==> src/rtl/countdown_timer_multi.sv <==
// countdown_timer_multi: half-second-clocked countdown with pause, scaled progress and done/expired handshake.
// Optional COUNTDOWN_EXPIRE_BLINK_EN makes status blink while expired.
module countdown_timer_multi #(
    parameter int CNT_W    = 8,
    parameter int PROG_MAX = 10,
    parameter int PROG_W   = 5
) (
    input  logic              halfsecclk,
    input  logic              resetn,
    input  logic              load,
    input  logic [CNT_W-1:0]  load_secs,
    input  logic              run,
    input  logic              flash_en,
    output logic [CNT_W-1:0]  secs_left,
    output logic              half,
    output logic              status,
    output logic [PROG_W-1:0] progress,
    output logic              done,
    output logic              expired
);
    localparam int PW = CNT_W + PROG_W;

    typedef enum logic [1:0] {IDLE, RUN, PAUSE, EXPIRED} state_t;

    state_t            state_q;
    logic [CNT_W-1:0]  secs_q, total_q, secs_d;
    logic              half_q, status_q, done_q, exp_q;
    logic [PROG_W-1:0] prog_q, prog_d;
    logic [PW-1:0]     num_d;

    // Progress is ceil(secs*PROG_MAX/total), evaluated on the decremented count.
    always_comb begin
        secs_d = secs_q - CNT_W'(1);
        num_d  = PW'(secs_d) * PW'(PROG_MAX) + PW'(total_q) - PW'(1);
        prog_d = (total_q == '0) ? '0 : PROG_W'(num_d / PW'(total_q));
    end

`ifdef COUNTDOWN_EXPIRE_BLINK_EN
    logic ph_q;
    always_ff @(posedge halfsecclk or negedge resetn) begin
        if (!resetn) ph_q <= 1'b0;
        else         ph_q <= (state_q == EXPIRED && !load) ? ~ph_q : 1'b0;
    end
`endif

    always_ff @(posedge halfsecclk or negedge resetn) begin
        if (!resetn) begin
            state_q  <= IDLE;
            secs_q   <= '0;
            total_q  <= '0;
            half_q   <= 1'b0;
            status_q <= 1'b1;
            prog_q   <= '0;
            done_q   <= 1'b0;
            exp_q    <= 1'b0;
        end else if (load) begin
            secs_q   <= load_secs;
            total_q  <= load_secs;
            half_q   <= 1'b0;
            done_q   <= 1'b0;
            status_q <= 1'b1;
            if (load_secs != '0) begin
                prog_q  <= PROG_W'(PROG_MAX);
                exp_q   <= 1'b0;
                state_q <= run ? RUN : PAUSE;
            end else begin
                prog_q  <= '0;
                exp_q   <= 1'b1;
                state_q <= EXPIRED;
            end
        end else begin
            done_q <= 1'b0;
            case (state_q)
                RUN: begin
                    if (!run) begin
                        state_q  <= PAUSE;
                        status_q <= 1'b1;
                    end else begin
                        status_q <= flash_en ? ~half_q : 1'b1;
                        half_q   <= ~half_q;
                        if (half_q) begin
                            secs_q <= secs_d;
                            prog_q <= prog_d;
                            if (secs_d == '0) begin
                                exp_q   <= 1'b1;
                                done_q  <= 1'b1;
                                state_q <= EXPIRED;
                            end
                        end
                    end
                end
                PAUSE: begin
                    status_q <= 1'b1;
                    if (run) state_q <= RUN;
                end
                EXPIRED: begin
                    secs_q <= '0;
                    prog_q <= '0;
                    exp_q  <= 1'b1;
`ifdef COUNTDOWN_EXPIRE_BLINK_EN
                    status_q <= ph_q;
`else
                    status_q <= 1'b1;
`endif
                end
                default: ;
            endcase
        end
    end

    assign secs_left = secs_q;
    assign half      = half_q;
    assign status    = status_q;
    assign progress  = prog_q;
    assign done      = done_q;
    assign expired   = exp_q;
endmodule

==> config.mk <==
export PLATFORM = sky130hd
export DESIGN_NAME = countdown_timer_multi
export DESIGN_NICKNAME = d
export VERILOG_FILES = /design/src/rtl/countdown_timer_multi.sv
export SDC_FILE = /design/constraint.sdc
export NUM_CORES = 1
export LEC_CHECK = 0
export ABC_AREA = 0
export CORE_MARGIN = 4
export CORE_UTILIZATION = 45
export CTS_CLUSTER_DIAMETER = 50
export DETAILED_ROUTE_END_ITERATION = 12
export SKIP_LAST_GASP = 1
export SLEW_MARGIN = 10
export SYNTH_ARGS = -nofsm -noshare
export SYNTH_HDL_FRONTEND = slang
export SYNTH_SLANG_ARGS = --single-unit
==> constraint.sdc <==
create_clock -name halfsecclk -period 81.3 [get_ports halfsecclk]
set_input_delay 16.26 -clock halfsecclk [delete_from_list [all_inputs] [get_ports halfsecclk]]
set_output_delay 16.26 -clock halfsecclk [all_outputs]
set_load 0.005 [all_outputs]
### Word-level counts from Yosys, hierarchy flattened

Cells that the tools add are included.

* $add $sub $neg: 3
* multipliers: 1
* divide/modulo/power cells: 1
* bitwise operators: 1
* equal/unequal tests: 9
* mux-type cells: 36
* reduce and logical (&&, ||, !) cells: 13

Operators by type and width (number)
* 8-bit 2-to-1 mux: 3
* 5-bit 2-to-1 mux: 4
* 8-bit logical NOT: 2
* 1-bit 2-to-1 mux: 16
* 8-bit one-hot mux with 2 select lines: 1
* 2-bit 2-to-1 mux: 7
* 12-bit by 8-bit adder with 13-bit output: 1
* 13-bit by 8-bit divider with 13-bit output: 1
* 13-bit by 1-bit subtractor with 13-bit output, second input constant: 1
* 3-bit inequality test, second input constant: 4
* 8-bit by 3-bit multiplier with 11-bit output, second input constant: 1
* 5-bit one-hot mux with 2 select lines: 1
* 3-bit nonzero test: 3
* 4-bit inequality test, second input constant: 2
* 4-bit AND reduction: 2
* 8-bit nonzero test: 1
* 8-bit by 1-bit subtractor with 8-bit output, second input constant: 1
* 2-bit equality test, second input constant: 2
* 4-bit 2-to-1 mux: 1
* 1-bit one-hot mux with 2 select lines: 2
* 2-bit one-hot mux with 2 select lines: 1
* 2-bit nonzero test: 2
* 3-bit AND reduction: 1
* 2-bit by 1-bit equality test with 1-bit output, second input constant: 1
* 3 further kinds: 3

* logic and storage cells: 72
* output and inout port bits: 17
* register bits after elaboration: 27

### Logic depth before layout (Yosys ltp)

Gate-level depths: netlist (run 1).

* word-level depth: 10
* mapped depth: 146

### Least setup slack after synthesis (run 1)

Ideal clock, no wire load.

* path kind: reg-to-reg
* start point: reg secs_q[0] (netlist: secs_left[0])
* end point: reg prog_q[0] (netlist: progress[0])
* slack: 55213 ps
* buffers on the path: 7
* period minus slack after synthesis: 26087 ps
* cell stages (with the launch flop): 133
* data required time: 81167 ps
* data arrival time: 25954 ps
* path through: dfrtp_1 -> nor3_1 -> xnor2_1 -> inv_1 -> ha_1 -> ha_1 -> fa_1 -> a211oi_2 -> nor3_1 -> nor2_1 -> inv_1 -> ha_1 -> or2_2 -> o41a_1 -> a211oi_1 -> o21ai_0 -> a21oi_1 -> xnor2_1 -> [97 not listed] -> nand2_1 -> and2_1 -> nor3_1 -> nor4bb_1 -> o31a_1 -> clkbuf_1 -> o21ai_0 -> ha_1 -> a21oi_1 -> nor2b_1 -> o21ai_0 -> nand2b_1 -> a21oi_1 -> nor2b_1 -> o21ai_0 -> nand2_1 -> a211oi_1 -> a31oi_1

* longest elaborated chain between the ends: 10

Ends and longest elaborated chain
* start: declaration: line 26 `logic [CNT_W-1:0] secs_q, total_q, secs_d;`
* start signal: assignment: line 57 `secs_q <= load_secs;`
* start signal: assignment: line 82 `secs_q <= secs_d;`
* 8-bit by 1-bit subtractor with 8-bit output: line 33 `secs_d = secs_q - CNT_W'(1);`
* 8-bit by 3-bit multiplier with 11-bit output: line 34 `num_d = PW'(secs_d) * PW'(PROG_MAX) + PW'(total_q) - PW'(1);`
* 12-bit by 8-bit adder with 13-bit output: line 34
* 13-bit by 1-bit subtractor with 13-bit output: line 34
* 13-bit by 8-bit divider with 13-bit output: line 35 `prog_d = (total_q == '0) ? '0 : PROG_W'(num_d / PW'(total_q));`
* 5-bit 2-to-1 mux: line 35
* 5-bit 2-to-1 mux: line 81 `if (half_q) begin`
* 5-bit 2-to-1 mux: line 75 `if (!run) begin`
* 5-bit one-hot mux with 2 select lines: line 73 `case (state_q)`
* 5-bit 2-to-1 mux: line 56 `end else if (load) begin`
* end signal: assignment: line 63 `prog_q <= PROG_W'(PROG_MAX);`
* end signal: assignment: line 83 `prog_q <= prog_d;`
* end: declaration: line 28 `logic [PROG_W-1:0] prog_q, prog_d;`

Every way passes these cells. The select of a mux whose other input is x is not followed.
A chain may end at the register's enable or synchronous reset.

### Final worst setup path (run 1)

Same ends and word-level chain as after synthesis.

==> metrics.cfg, run 1 <==
[sta]
drv_slew=0
fin_crit_ps=29450
worst_pin_slew_ps=815
tns_ps=0
setup_viol=0
grt_setup_unrepaired=no
fmax_mhz=34.0
slew_headroom_pct=45.5
post-route-period-util_pct=36.2
hold_viol=0
final.setup_skew_ps=2.49

[worst_setup_path]
cp.required_ps=81430
crit_family=compound AO/OA/AOI/OAI gates
worstPathBufferInverterCount=6
critPathLaunchType=register
setup.worst_path.class=reg -> reg
critPathMostFrequentCell=ha_1
slowest_stage=nor2_1
cp_max_fo=14
worstPathArrival_ps=29580
r2r_setup_slack_ps=51850
critPathCaptureType=register
cpPeakStageDelay_ps=660

[placement]
hpwl_mm=14.1
portBuffers=29
place.gp.congestion=0.876
place_inst=1092
postPlaceCellArea_mm2=0.00713

[drt]
drtIter0Drc=480
first_pass_iters=5
post-route-drc-count=0
avgViaCountPerCell=5.86
drt.antenna.violating_nets=0
wl_mm=17.9
route.met3.wl_um=481
avgRoutedWirePerCell_um=16.4
met2WireLength_mm=8.08
dr_total_vias=6424
routed.top_layer=met4
wl_met1_mm=9.22

[logic_synthesis]
synth_seq_cells=27
ys_warn_count=0
syn_area_mm2=0.00667
syn_avg_cell_area_um2=7.43
synth-edff-count=0
yosysSeqAreaShare_pct=10.2
synth_cell_types=94
synthCells=898
syn_nets=1017
ys.flop_type=dfrtp_1
async_flop_share_pct=100

[final_layout]
fin_area_mm2=0.00721
nets=1032
area_growth_pct=8.09
diodes=0
fin_cells=1096
drive_above_1_share_pct=7.24

[clock_network]
tritoncts=yes
cts_buffers=3
clock_sinks=27
cts_hold_buf=0
postCtsSetupBuffers=0
clock_path_buffers=2
clk_latency_ps=260
cts_max_level=1
root_buffer=clkbuf_16
post_cts_resized=0
clkTransAtPathRegs_ps=70

[die]
fp.coreArea_mm2=0.0145
dieArea_mm2=0.0168
num_rows=44
start_util_pct=45.9
die_h_um=130
io_pins=30
die_w_um=130

[global_route]
grt_pass1_vias=6080
grt_pass1_wl_mm=30.2
antenna_found_initial=0
grt_use_total_pct=21.7
grt_max_degree=28
grt_overflow_total=0

[flow_run]
drv_cap=0

[run_status]
outcome=finished clean

[hold_path]
min_path_type=reg -> reg

==> layout by cell type (no fill, tap or decap), drive strengths merged, types with 8 or more instances in the layout <==
cell	count
nand4	10
a21oi	66
nand3	16
o31ai	18
and2	16
a21o	18
or4	8
dfrtp	26
ha	104
or3	9
nand2	71
o211ai	12
nor2	88
o21ai	75
clkdlybuf4s50	29
a31oi	8
mux2	21
xor2	17
a21boi	8
xnor2	30
inv	69
o21a	25
nand2b	11
or2	13
nor3	32
==> layout make-up <==
type / instances / area (um2)
repair buffers: 35 / 335
fillers: 1513 / 7330
flip-flops and latches: 27 / 677
inverters: 69 / 259
multi-input cells: 777 / 5630
clock inverters: 1 / 5.00
well taps: 184 / 230
clock buffers: 3 / 75.1
==> worst paths after layout <==
path	start	to	cells past startpoint
min reg2reg	progress[4]	progress[4]	2
min in group asynchronous	resetn	half	2
max reg2reg	secs_left[0]	progress[0]	130
max	secs_left[0]	progress[0]	130
max in group asynchronous	resetn	status	2
min	progress[4]	progress[4]	2
==> sequential cells by signal, summed over array words and instances (netlist names) <==
| register | cells |
|---|---|
| done | 1 |
| expired | 1 |
| half | 1 |
| progress | 5 |
| secs_left | 8 |
| state_q | 2 |
| status | 1 |
| total_q | 8 |
==> Yosys cell counts, drive strengths merged (3+ instances only) <==
| cell | number | area share [%] |
|---|---|---|
| buf | 6 | 0.53 |
| mux2i | 3 | 0.45 |
| o31a | 4 | 0.53 |
| or3 | 9 | 0.84 |
| or4 | 8 | 0.96 |
| nand2 | 71 | 4.0 |
| xnor2 | 30 | 3.9 |
| a21o | 18 | 2.0 |
| nand3 | 16 | 1.2 |
| nor3 | 32 | 2.6 |
| and2 | 16 | 1.5 |
| and3 | 4 | 0.38 |
| o21a | 25 | 2.8 |
| clkbuf | 19 | 1.1 |
| nand3b | 3 | 0.34 |
| o211ai | 12 | 1.4 |
| or2 | 13 | 1.3 |
| a211oi | 7 | 0.94 |
| o22ai | 6 | 0.77 |
| nor2 | 88 | 5.0 |
| a21boi | 8 | 0.90 |
| a2111oi | 6 | 1.1 |
| o31ai | 18 | 2.0 |
| o21bai | 5 | 0.56 |
| dfrtp | 26 | 9.8 |
| a211o | 5 | 0.66 |
| o21ai | 75 | 5.7 |
| a21oi | 66 | 5.0 |
| nor2b | 6 | 0.56 |
| mux2 | 21 | 3.5 |
| nand2b | 11 | 1.0 |
| ha | 104 | 20 |
| o211a | 6 | 0.90 |
| xor2 | 17 | 2.2 |
| inv | 69 | 3.9 |
| nor4 | 5 | 0.56 |
| a31oi | 8 | 0.98 |
| nand4 | 10 | 0.94 |
==> worst min-delay path, stage by stage, from the launching register on <==
cell     delay (ps)
dfrtp_1         360
nand2_1          50
o21ai_0          70
==> metrics by stage <==
step / util [%] / hold slack, ps / worst slack [ps]
after floorplan: - / 473 / 55210
after global placement: 49.0 / 485 / 52380
after detailed placement: 49.0 / 476 / 52190
after CTS: 49.6 / 509 / 52010
after global routing: 49.6 / 536 / 48870
final: 49.6 / 506 / 51850
==> metal layers <==
layer | GRT usage (%) | vias up
li1 | - | 3357
met1 | 31.8 | 2955
met2 | 35.9 | 102
met3 | 1.31 | 10
met4 | 3.06 | 0
met5 | 0 | -
==> kinds of logic (layout without fill, tap and decap cells) <==
kind of cell	after synthesis	in the layout	share of synthesized area (%)
mux	24	24	4.00
flops	27	27	10.2
compound gates	297	297	31.2
xor+xnor	48	48	6.51
buf+inv	94	108	5.48
simple gates	301	301	22.4
fa+ha+maj	107	107	20.3
Power of run 1 is left out: the tool's default activity adds up to more than one toggle a clock period on the data nets, which glitch-free logic cannot reach.
==> inputs of run 2 (changes only) <==
==> constraint.sdc (replaced) <==
create_clock -name halfsecclk -period 27.3 [get_ports halfsecclk]
set_input_delay 5.46 -clock halfsecclk [delete_from_list [all_inputs] [get_ports halfsecclk]]
set_output_delay 5.46 -clock halfsecclk [all_outputs]
set_load 0.005 [all_outputs]
==> run 2 against run 1 <==
  * Clock-buffer cell count did not move
  * Final area rose by 8.1%
  * Maximum frequency rose by 15%
  * Flip-flop and latch count did not move
  * First-iteration DRC count fell by 19%
  * Global-route usage fell by 0.084 points
  * Register-to-register slack got worse by 50000 ps
  * Clock skew fell by 0.72 ps
  * Setup slack got worse by 50000 ps
  * Non-clock buffer count rose by 40
  * Die area did not move
  * Via count rose by 3.7%
  * Critical path type unchanged
  * Largest cell class unchanged
==> metrics.cfg, run 2 (synthesized netlist as in run 1, its figures left out) <==
[run_status]
outcome=finished clean  ; unchanged

[sta]
drv_slew=0  ; unchanged
worst_pin_slew_ps=858  ; was 815 ps
hold_ws_ps=489  ; was 506 ps
fin_crit_ps=25640  ; was 29450 ps
hold_viol=0  ; unchanged
slew_headroom_pct=42.6  ; was 45.5%
setup_viol=0  ; unchanged
post-route-period-util_pct=93.9  ; was 36.2%
fmax_mhz=39.0  ; was 34.0 MHz
final.setup_skew_ps=1.77  ; was 2.49 ps

[drt]
wl_mm=19.0  ; was 17.9 mm
dr_total_vias=6660  ; was 6424
avgViaCountPerCell=5.85  ; was 5.86
drtIter0Drc=391  ; was 480
drt.antenna.violating_nets=0  ; unchanged
avgRoutedWirePerCell_um=16.7  ; was 16.4 um
first_pass_iters=5  ; unchanged
post-route-drc-count=0  ; unchanged

[clock_network]
clk_latency_ps=260  ; about the same
clkTransAtPathRegs_ps=70  ; about the same
clock_sinks=27  ; unchanged
clock_path_buffers=2  ; unchanged
tritoncts=yes  ; unchanged
cts_buffers=3  ; unchanged
cts_max_level=1  ; unchanged
root_buffer=clkbuf_16  ; unchanged

[die]
die_w_um=130  ; unchanged
io_pins=30  ; unchanged
start_util_pct=45.9  ; unchanged
die_h_um=130  ; unchanged
fp.coreArea_mm2=0.0145  ; unchanged
num_rows=44  ; unchanged
dieArea_mm2=0.0168  ; unchanged

[placement]
place.gp.congestion=0.884  ; was 0.876
portBuffers=29  ; unchanged
hpwl_mm=14.7  ; was 14.1 mm
postPlaceCellArea_mm2=0.00727  ; was 0.00713 mm2

[global_route]
grt_overflow_total=0  ; unchanged
grt_max_degree=28  ; unchanged
grt_pass1_wl_mm=29.8  ; was 30.2 mm
antenna_found_initial=0  ; unchanged
grt_pass1_vias=6022  ; was 6080
grt_use_total_pct=21.6  ; was 21.7%

[worst_setup_path]
cp.required_ps=27430  ; was 81430 ps
cp_max_fo=9  ; was 14
critPathMostFrequentCell=ha_1  ; unchanged
worstPathArrival_ps=25780  ; was 29580 ps
critPathCaptureType=register  ; unchanged
slowest_stage=dfrtp_2  ; was nor2_1
critPathLaunchType=register  ; unchanged
setup.worst_path.class=reg -> reg  ; unchanged
cpPeakStageDelay_ps=470  ; was 660 ps

[final_layout]
area_growth_pct=16.8  ; was 8.09%
final_common_cell=ha_1  ; unchanged
drive_above_1_share_pct=15.9  ; was 7.24%
diodes=0  ; unchanged
nets=1074  ; was 1032
final_cell_mix=ha_1 (98), nor2_1 (86), nand2_1 (67)  ; was ha_1 (104), nor2_1 (88), nand2_1 (71)
fin_area_mm2=0.00779  ; was 0.00721 mm2
fillers=1427  ; was 1513

[flow_run]
drv_cap=0  ; unchanged

[hold_path]
min_path_type=reg -> reg  ; unchanged

==> run 2: metrics by stage <==
stage / setup TNS (ps) / util (%) / std cells / setup WS, ps
6_report: 0 / 53.6 / 1138 / 1660
5_1_grt: -70.9 / 53.6 / 1138 / -70.9
4_1_cts: 0 / 50.6 / 1115 / 408
3_5_place_dp: 0 / 50.0 / 1111 / 496
3_3_place_gp: 0 / 50.0 / 1111 / 802
2_1_floorplan: 0 / - / 898 / 1210
==> run 2: path summary, 6_finish.rpt <==
check | start | to | slack, ps | cells past startpoint
setup / recovery | secs_left[0] | progress[0] | 1660 | 133
hold / removal | progress[4] | progress[4] | 490 | 2
setup reg to reg | secs_left[0] | progress[0] | 1660 | 133
hold reg to reg | progress[4] | progress[4] | 490 | 2
max in group asynchronous | resetn | status | 21410 | 2
min in group asynchronous | resetn | half | 5590 | 2
==> run 2: repair_timing <==
| item | CTS | global route |
|---|---|---|
| hold buffers | 0 | 0 |
| gates resized for setup | 0 | 59 |
| setup endpoints to repair | 0 | 2 |
| setup buffers | 0 | 21 |
==> run 2: area by class of cell <==
cell class	count	area, um2	area share [%]
Inverter	69	259	3.32
Sequential cell	27	681	8.74
Clock inverter	1	7.51	0.0964
Tap cell	184	230	2.95
Timing Repair Buffer	75	639	8.21
Clock buffer	3	75.1	0.964
Multi-Input combinational cell	779	5900	75.7
==> run 2: critical path, delay by kind of cell (launching register included) <==
| family | cells | cell delay (ps) |
|---|---|---|
| AO/OA/AOI/OAI | 64 | 11900 |
| AND/OR/NAND/NOR | 39 | 5680 |
| adder cells (fa/ha/maj) | 17 | 5180 |
| multiplexers | 3 | 1110 |
| buffers and inverters | 7 | 650 |
| XOR/XNOR | 3 | 470 |
| flip-flops | 1 | 470 |
==> run 2: metal layers <==
metal,track usage [%],vias to the layer above,part of all wire [%]
met3,0.696,25,1.9
li1,-,3438,-
met2,37.5,100,47
met5,0,-,0
met4,3.85,0,1.6
met1,30.2,3097,49
Power of run 2 is left out for the same reason.
